==> src/rtl/debounce_pkg.sv <==
// Shared definitions for the input debouncer slice.
//   state_e   : debouncer FSM states (2-bit, fixed encodings)
//   cnt_width : stability counter width for a given STABLE_CYCLES
package debounce_pkg;

    typedef enum logic [1:0] {
        ST_LOW   = 2'b00,
        ST_ARM_H = 2'b01,
        ST_ARM_L = 2'b10,
        ST_HIGH  = 2'b11
    } state_e;

    // One extra bit over $clog2 so STABLE_CYCLES-1 always fits with headroom.
    function automatic int unsigned cnt_width(input int unsigned stable_cycles);
        return $clog2(stable_cycles) + 1;
    endfunction

endpackage

==> src/rtl/dff_input_debouncer_if.sv <==
// Signal bundle between the debouncer and its user.
//   tick : sample qualifier (master -> slave)
//   d_in : raw asynchronous level (master -> slave)
//   q    : debounced level (slave -> master)
//   rise : one-cycle strobe when q becomes 1
//   fall : one-cycle strobe when q becomes 0
//   busy : a candidate level change is being qualified
interface dff_input_debouncer_if;
    logic tick;
    logic d_in;
    logic q;
    logic rise;
    logic fall;
    logic busy;

    modport master (output tick, output d_in,
                    input  q, input rise, input fall, input busy);
    modport slave  (input  tick, input d_in,
                    output q, output rise, output fall, output busy);
endinterface

==> src/rtl/sync_2ff.sv <==
// Two-flop synchronizer for a single asynchronous level.
//   clk : sampling clock
//   rst : asynchronous active-high reset, clears both flops
//   d   : asynchronous input
//   q   : synchronized output (two clk edges of latency)
module sync_2ff (
    input  logic clk,
    input  logic rst,
    input  logic d,
    output logic q
);

    logic s1_q;
    logic s2_q;

    always_ff @(posedge clk or posedge rst) begin
        if (rst) begin
            s1_q <= 1'b0;
            s2_q <= 1'b0;
        end else begin
            s1_q <= d;
            s2_q <= s1_q;
        end
    end

    assign q = s2_q;

endmodule

==> src/rtl/dff_input_debouncer.sv <==
// Debounces a raw switch/button level into a clean synchronous level.
//   clk : system clock
//   rst : asynchronous active-high reset
//   bus : slave side of dff_input_debouncer_if (tick, d_in in; q, rise, fall, busy out)
// A new level is accepted only after the synchronized input has held it for
// STABLE_CYCLES consecutive tick-qualified samples; any reversion restarts.
module dff_input_debouncer
    import debounce_pkg::*;
#(
    parameter int unsigned STABLE_CYCLES = 4
) (
    input  logic                  clk,
    input  logic                  rst,
    dff_input_debouncer_if.slave  bus
);

    localparam int unsigned      CNT_W    = cnt_width(STABLE_CYCLES);
    localparam logic [CNT_W-1:0] CNT_LAST = CNT_W'(STABLE_CYCLES - 1);
    localparam logic [CNT_W-1:0] CNT_ONE  = CNT_W'(1);

    logic             s2;
    state_e           state_q, state_d;
    logic [CNT_W-1:0] cnt_q, cnt_d;
    logic             q_q, q_d;
    logic             rise_q, rise_d;
    logic             fall_q, fall_d;

    sync_2ff u_sync (
        .clk (clk),
        .rst (rst),
        .d   (bus.d_in),
        .q   (s2)
    );

    always_ff @(posedge clk or posedge rst) begin
        if (rst) begin
            state_q <= ST_LOW;
            cnt_q   <= '0;
            q_q     <= 1'b0;
            rise_q  <= 1'b0;
            fall_q  <= 1'b0;
        end else begin
            state_q <= state_d;
            cnt_q   <= cnt_d;
            q_q     <= q_d;
            rise_q  <= rise_d;
            fall_q  <= fall_d;
        end
    end

    // Strobes default low every edge so they last exactly one cycle,
    // including when the following edge is not tick-qualified.
    always_comb begin
        state_d = state_q;
        cnt_d   = cnt_q;
        q_d     = q_q;
        rise_d  = 1'b0;
        fall_d  = 1'b0;
        if (bus.tick) begin
            case (state_q)
                ST_LOW: begin
                    if (s2) begin
                        state_d = ST_ARM_H;
                        cnt_d   = CNT_ONE;
                    end
                end
                ST_ARM_H: begin
                    if (!s2) begin
                        state_d = ST_LOW;
                        cnt_d   = '0;
                    end else if (cnt_q == CNT_LAST) begin
                        state_d = ST_HIGH;
                        q_d     = 1'b1;
                        rise_d  = 1'b1;
                        cnt_d   = '0;
                    end else begin
                        cnt_d = cnt_q + CNT_ONE;
                    end
                end
                ST_HIGH: begin
                    if (!s2) begin
                        state_d = ST_ARM_L;
                        cnt_d   = CNT_ONE;
                    end
                end
                ST_ARM_L: begin
                    if (s2) begin
                        state_d = ST_HIGH;
                        cnt_d   = '0;
                    end else if (cnt_q == CNT_LAST) begin
                        state_d = ST_LOW;
                        q_d     = 1'b0;
                        fall_d  = 1'b1;
                        cnt_d   = '0;
                    end else begin
                        cnt_d = cnt_q + CNT_ONE;
                    end
                end
                default: begin
                    state_d = ST_LOW;
                    cnt_d   = '0;
                    q_d     = 1'b0;
                end
            endcase
        end
    end

    assign bus.q    = q_q;
    assign bus.rise = rise_q;
    assign bus.fall = fall_q;
    assign bus.busy = (state_q == ST_ARM_H) || (state_q == ST_ARM_L);

endmodule

==> src/flat_wrapper.sv <==
// flat-port wrapper written by rule: the top's interface ports become plain ports
module dff_input_debouncer_flat import debounce_pkg::*;
#(
    parameter int unsigned STABLE_CYCLES = 4
)
  (clk, rst, bus_tick, bus_d_in, bus_q, bus_rise, bus_fall, bus_busy);
  dff_input_debouncer_if bus_i ();
  input  logic clk;
  input  logic rst;
  input wire logic [$bits(bus_i.tick)-1:0] bus_tick;
  input wire logic [$bits(bus_i.d_in)-1:0] bus_d_in;
  output wire logic [$bits(bus_i.q)-1:0] bus_q;
  output wire logic [$bits(bus_i.rise)-1:0] bus_rise;
  output wire logic [$bits(bus_i.fall)-1:0] bus_fall;
  output wire logic [$bits(bus_i.busy)-1:0] bus_busy;
  assign bus_i.tick = bus_tick;
  assign bus_i.d_in = bus_d_in;
  assign bus_q = bus_i.q;
  assign bus_rise = bus_i.rise;
  assign bus_fall = bus_i.fall;
  assign bus_busy = bus_i.busy;
  dff_input_debouncer #(.STABLE_CYCLES(STABLE_CYCLES)) u_core (.clk(clk), .rst(rst), .bus(bus_i));
endmodule
==> config.mk <==
export PLATFORM = sky130hd
export DESIGN_NAME = dff_input_debouncer_flat
export DESIGN_NICKNAME = d
export VERILOG_FILES = /design/src/rtl/debounce_pkg.sv /design/src/rtl/dff_input_debouncer_if.sv /design/src/rtl/sync_2ff.sv /design/src/rtl/dff_input_debouncer.sv /design/src/flat_wrapper.sv
export SDC_FILE = /design/constraint.sdc
export NUM_CORES = 1
export LEC_CHECK = 0
export CORE_AREA = 2 2 39 41
export CTS_CLUSTER_DIAMETER = 200
export DETAILED_ROUTE_END_ITERATION = 16
export DIE_AREA = 0 0 41 43
export MAX_ROUTING_LAYER = met4
export PLACE_DENSITY_LB_ADDON = 0.3
export SLEW_MARGIN = 20
export SYNTH_ARGS = -nofsm -noshare
export SYNTH_HDL_FRONTEND = slang
export SYNTH_SLANG_ARGS = --single-unit
==> constraint.sdc <==
create_clock -name clk -period 2.2 [get_ports clk]
set_input_delay 0.66 -clock clk [delete_from_list [all_inputs] [get_ports clk]]
set_output_delay 0.66 -clock clk [all_outputs]
set_load 0.03 [all_outputs]
==> metrics.md <==
| Metric | Value |
|---|---|
| M1 GR Usage | `~16%` |
| DR DRC count | `0` |
| Die W | `between 40 and 50 um` |
| Die Height | `43 um` |
| Clock Latency Late Sink | `approximately 0.26 ns` |
| Actual slew at the worst max-slew pin | `0.380 ns` |
| Max H-tree Level | `1` |
| Initial antenna violation count | `0` |
| Maximum root-to-sink buffer count | `2` |
| Ant diodes | `0` |
| Worst Slack Setup Final | `0.119 ns` |
| Final hold slack | `0.349 ns` |
| Complex-gate fraction of the synthesized area | `12.0%` |
| Top Ports | `8` |
| Layout Cells excl Fill | `70` |
| Grt met2 use | `18.1%` |
| CP max FO | `3` |
| Dominant cell type by area after synthesis | `dfrtp_1` |
| Period utilization | `a little over nine tenths` |
| TritonRoute pass-1 iters | `4` |
| Pwr dens | `1200 nW/um^2` |
| Crit path from | `u_core.state_q[0]` |
| Synthesized Nets | `52` |
| Average wire per standard cell | `11.7 um` |
| CP required | `1.54 ns` |
| Outcome | `completed` |
| CP top delay family | `buffers and inverters` |
| Simple-Gate Fraction of Synth Area | `9.91%` |
| Rel. slew slack | `74.7%` |
| Worst Hold Class | `register to register` |
| Netlist cell types | `22` |
| PostCTS Resize Cnt | `1` |
| Die area | `1760 sq um` |
| Avg Vias per Cell | `5.13` |
| Lkg Pwr | `0.311 nW` |
| Critical Path Source Type | `register` |
| CTS tree | `built` |
| Cells after Synth | `43` |
| Post-synth EDFFs | `0` |
| Share of cells above drive strength 1 | `approximately 20%` |
| Max rail drop VDD | `0.000519 V` |
| Cell count after placement | `66` |
| Slowest stage delay, CP | `0.39 ns` |
| Final Hold Vio Count | `0` |
| Initial DRC count | `3` |
| Adder-Cell Fraction of Synth Area | `11.5%` |
| Worst Reg-to-Reg Cells | `5` |
| Final Slew Violations | `0` |
| Row count | `14` |
| Final GP Congestion | `between 0.7 and 0.8` |
| Final setup vio count | `0` |
| Main combinational cell family by area after synthesis | `multiplexers` |
| Critical-path cell list | `inv_1, ha_1, dlygate4sd2_1` |
| Buffers on Ports | `7` |
| Synth Flop Type | `dfrtp_1` |
| First-pass GRT wire length | `1480 um` |
| GR Util met3 | `under 10%` |
| Sum Neg Setup Slack | `0 ns` |
| Multiplexer area fraction after synthesis | `between 10% and 20%` |
| Filler cells | `between 100 and 150` |
| Congestion Overflow GR | `0` |
| WP data arrival | `1.42 ns` |
| Synthesized area per cell | `12.6 sq um` |
| Area growth syn-to-layout | `22.4%` |
| Top-count cell post-synth | `dfrtp_1` |
| Finished Cell Area | `664 sq um` |
| Ys Warns | `0` |
| Core Box Area | `between 1000 and 1500 sq um` |
| Initial core utilization | `roughly two fifths` |
| Total GRT Usage | `13.8%` |
| Synth cell count leaders | `10 x dfrtp_1, 5 x ha_1, 5 x inv_1, 3 x a21oi_1` |
| Vias in the first global route | `between 300 and 400` |
| CP Class | `register to primary output` |
| Seq cells post-synth | `10` |
| Fmax | `481 MHz` |
| Critical path's slowest cell | `dfrtp_1` |
| Critical Path End Type | `primary output` |
| FF/Latch Area | `250 sq um` |
| DRT antenna net count | `0` |
| DRT Wirelength | `about 820 um` |
| Dpl ws | `0.137 ns` |
| Mapped cell area | `543 sq um` |
| Min cycle time layout | `2.08 ns` |
| Async set-reset flop share out of synthesis | `100%` |
| Post-layout nets | `64` |
| Clock Sinks | `10` |
| Clk_skew | `0.00617 ns` |
| HPWL Detailed | `646 um` |
| Post-synth top area share | `between 40 and 50%` |
| Hold Path Cell Cnt | `0` |
| CP Buf/Inv Count | `2` |
| GRT busiest layer | `met2` |
| DR vias | `~360` |
| Post-synthesis sequential area ratio | `46.1%` |
| Multi-input logic area | `263 sq um` |
| Total CTS buffers | `3` |
| CTS Hold Buffers Added | `0` |
| Synth Area in XOR/XNOR | `0%` |
| CTS Root Cell | `clkbuf_4` |
| Largest net degree at the start of global routing | `11` |
| RSZ-0062 raised after global routing | `no` |
| RR Startpoint | `u_core.state_q[0]` |
| Cell Area, Placed | `~630 sq um` |
| Clock Pin Slew Worst Setup and Hold Paths | `about 0.07 ns` |
| Max-cap viol count | `0` |
| Synth area leaders | `dfrtp_1 46%, ha_1 12%, mux2i_4 8.3%` |
| HP Start | `u_core.u_sync.s1_q` |
| WP depth | `3` |
| Postcts setup bufs | `0` |
final timing paths:
check	endpoint	slack, ns
setup / recovery	bus_busy	0.12
hold / removal	u_core.u_sync.q	0.35
setup reg to reg	u_core.state_q[1]	0.66
hold reg to reg	u_core.u_sync.q	0.35
max in group asynchronous	u_core.bus.q	1.26
min in group asynchronous	u_core.bus.rise	0.66
routing by layer:
layer  wire length [um]  up-vias
met5                  0        -
met4                 36        0
met3                 23        4
met2                389        6
met1                371      176
li1                   -      173
report_power, final:
| group | switching [W] | internal [W] | total (W) | leakage [nW] |
|---|---|---|---|---|
| clock | 0.0000637 | 0.000100 | 0.000164 | 0.0210 |
| combinational | 0.000201 | 0.000178 | 0.000378 | 0.161 |
| sequential | 0.0000304 | 0.000222 | 0.000252 | 0.129 |
| total | 0.000295 | 0.000500 | 0.000795 | 0.311 |
flip-flops by register name, summed over array words and instances (netlist names):
| signal | count |
|---|---|
| u_core.bus.q | 1 |
| u_core.cnt_q | 3 |
| u_core.u_sync.q | 1 |
| u_core.bus.rise | 1 |
| u_core.state_q | 2 |
| u_core.u_sync.s1_q | 1 |
| u_core.bus.fall | 1 |
stage by stage:
stage	total power (W)	utilization [%]
final	0.000795	48.0
after global routing	0.000851	48.0
after CTS	0.000803	48.0
after detailed placement	0.000648	45.5
after global placement	0.000637	45.5
after floorplan	0.000542	-
kinds of logic (layout without fill, tap and decap cells):
group | count (synthesis) | in the layout
AO/OA/AOI/OAI | 9 | 9
adder cells (fa/ha/maj) | 5 | 5
buffers and inverters | 6 | 17
flip-flops | 10 | 10
multiplexers | 5 | 5
AND/OR/NAND/NOR | 8 | 8
layout make-up:
class | instances | area share (%)
Clock buffer | 4 | 5.46
Inverter | 5 | 2.82
Multi-Input combinational cell | 27 | 39.5
Sequential cell | 10 | 37.7
Tap cell | 16 | 3.01
Timing Repair Buffer | 8 | 11.5
placed cells by master (no fill, tap or decap), types with 2 or more instances in the layout:
master and instances:
clkdlybuf4s50_1 6, dfrtp_1 10, a21oi_1 3, clkbuf_4 3, ha_1 5, mux2i_4 2
nor2_1 2, inv_1 5
Power figures use the tool's default switching activity.
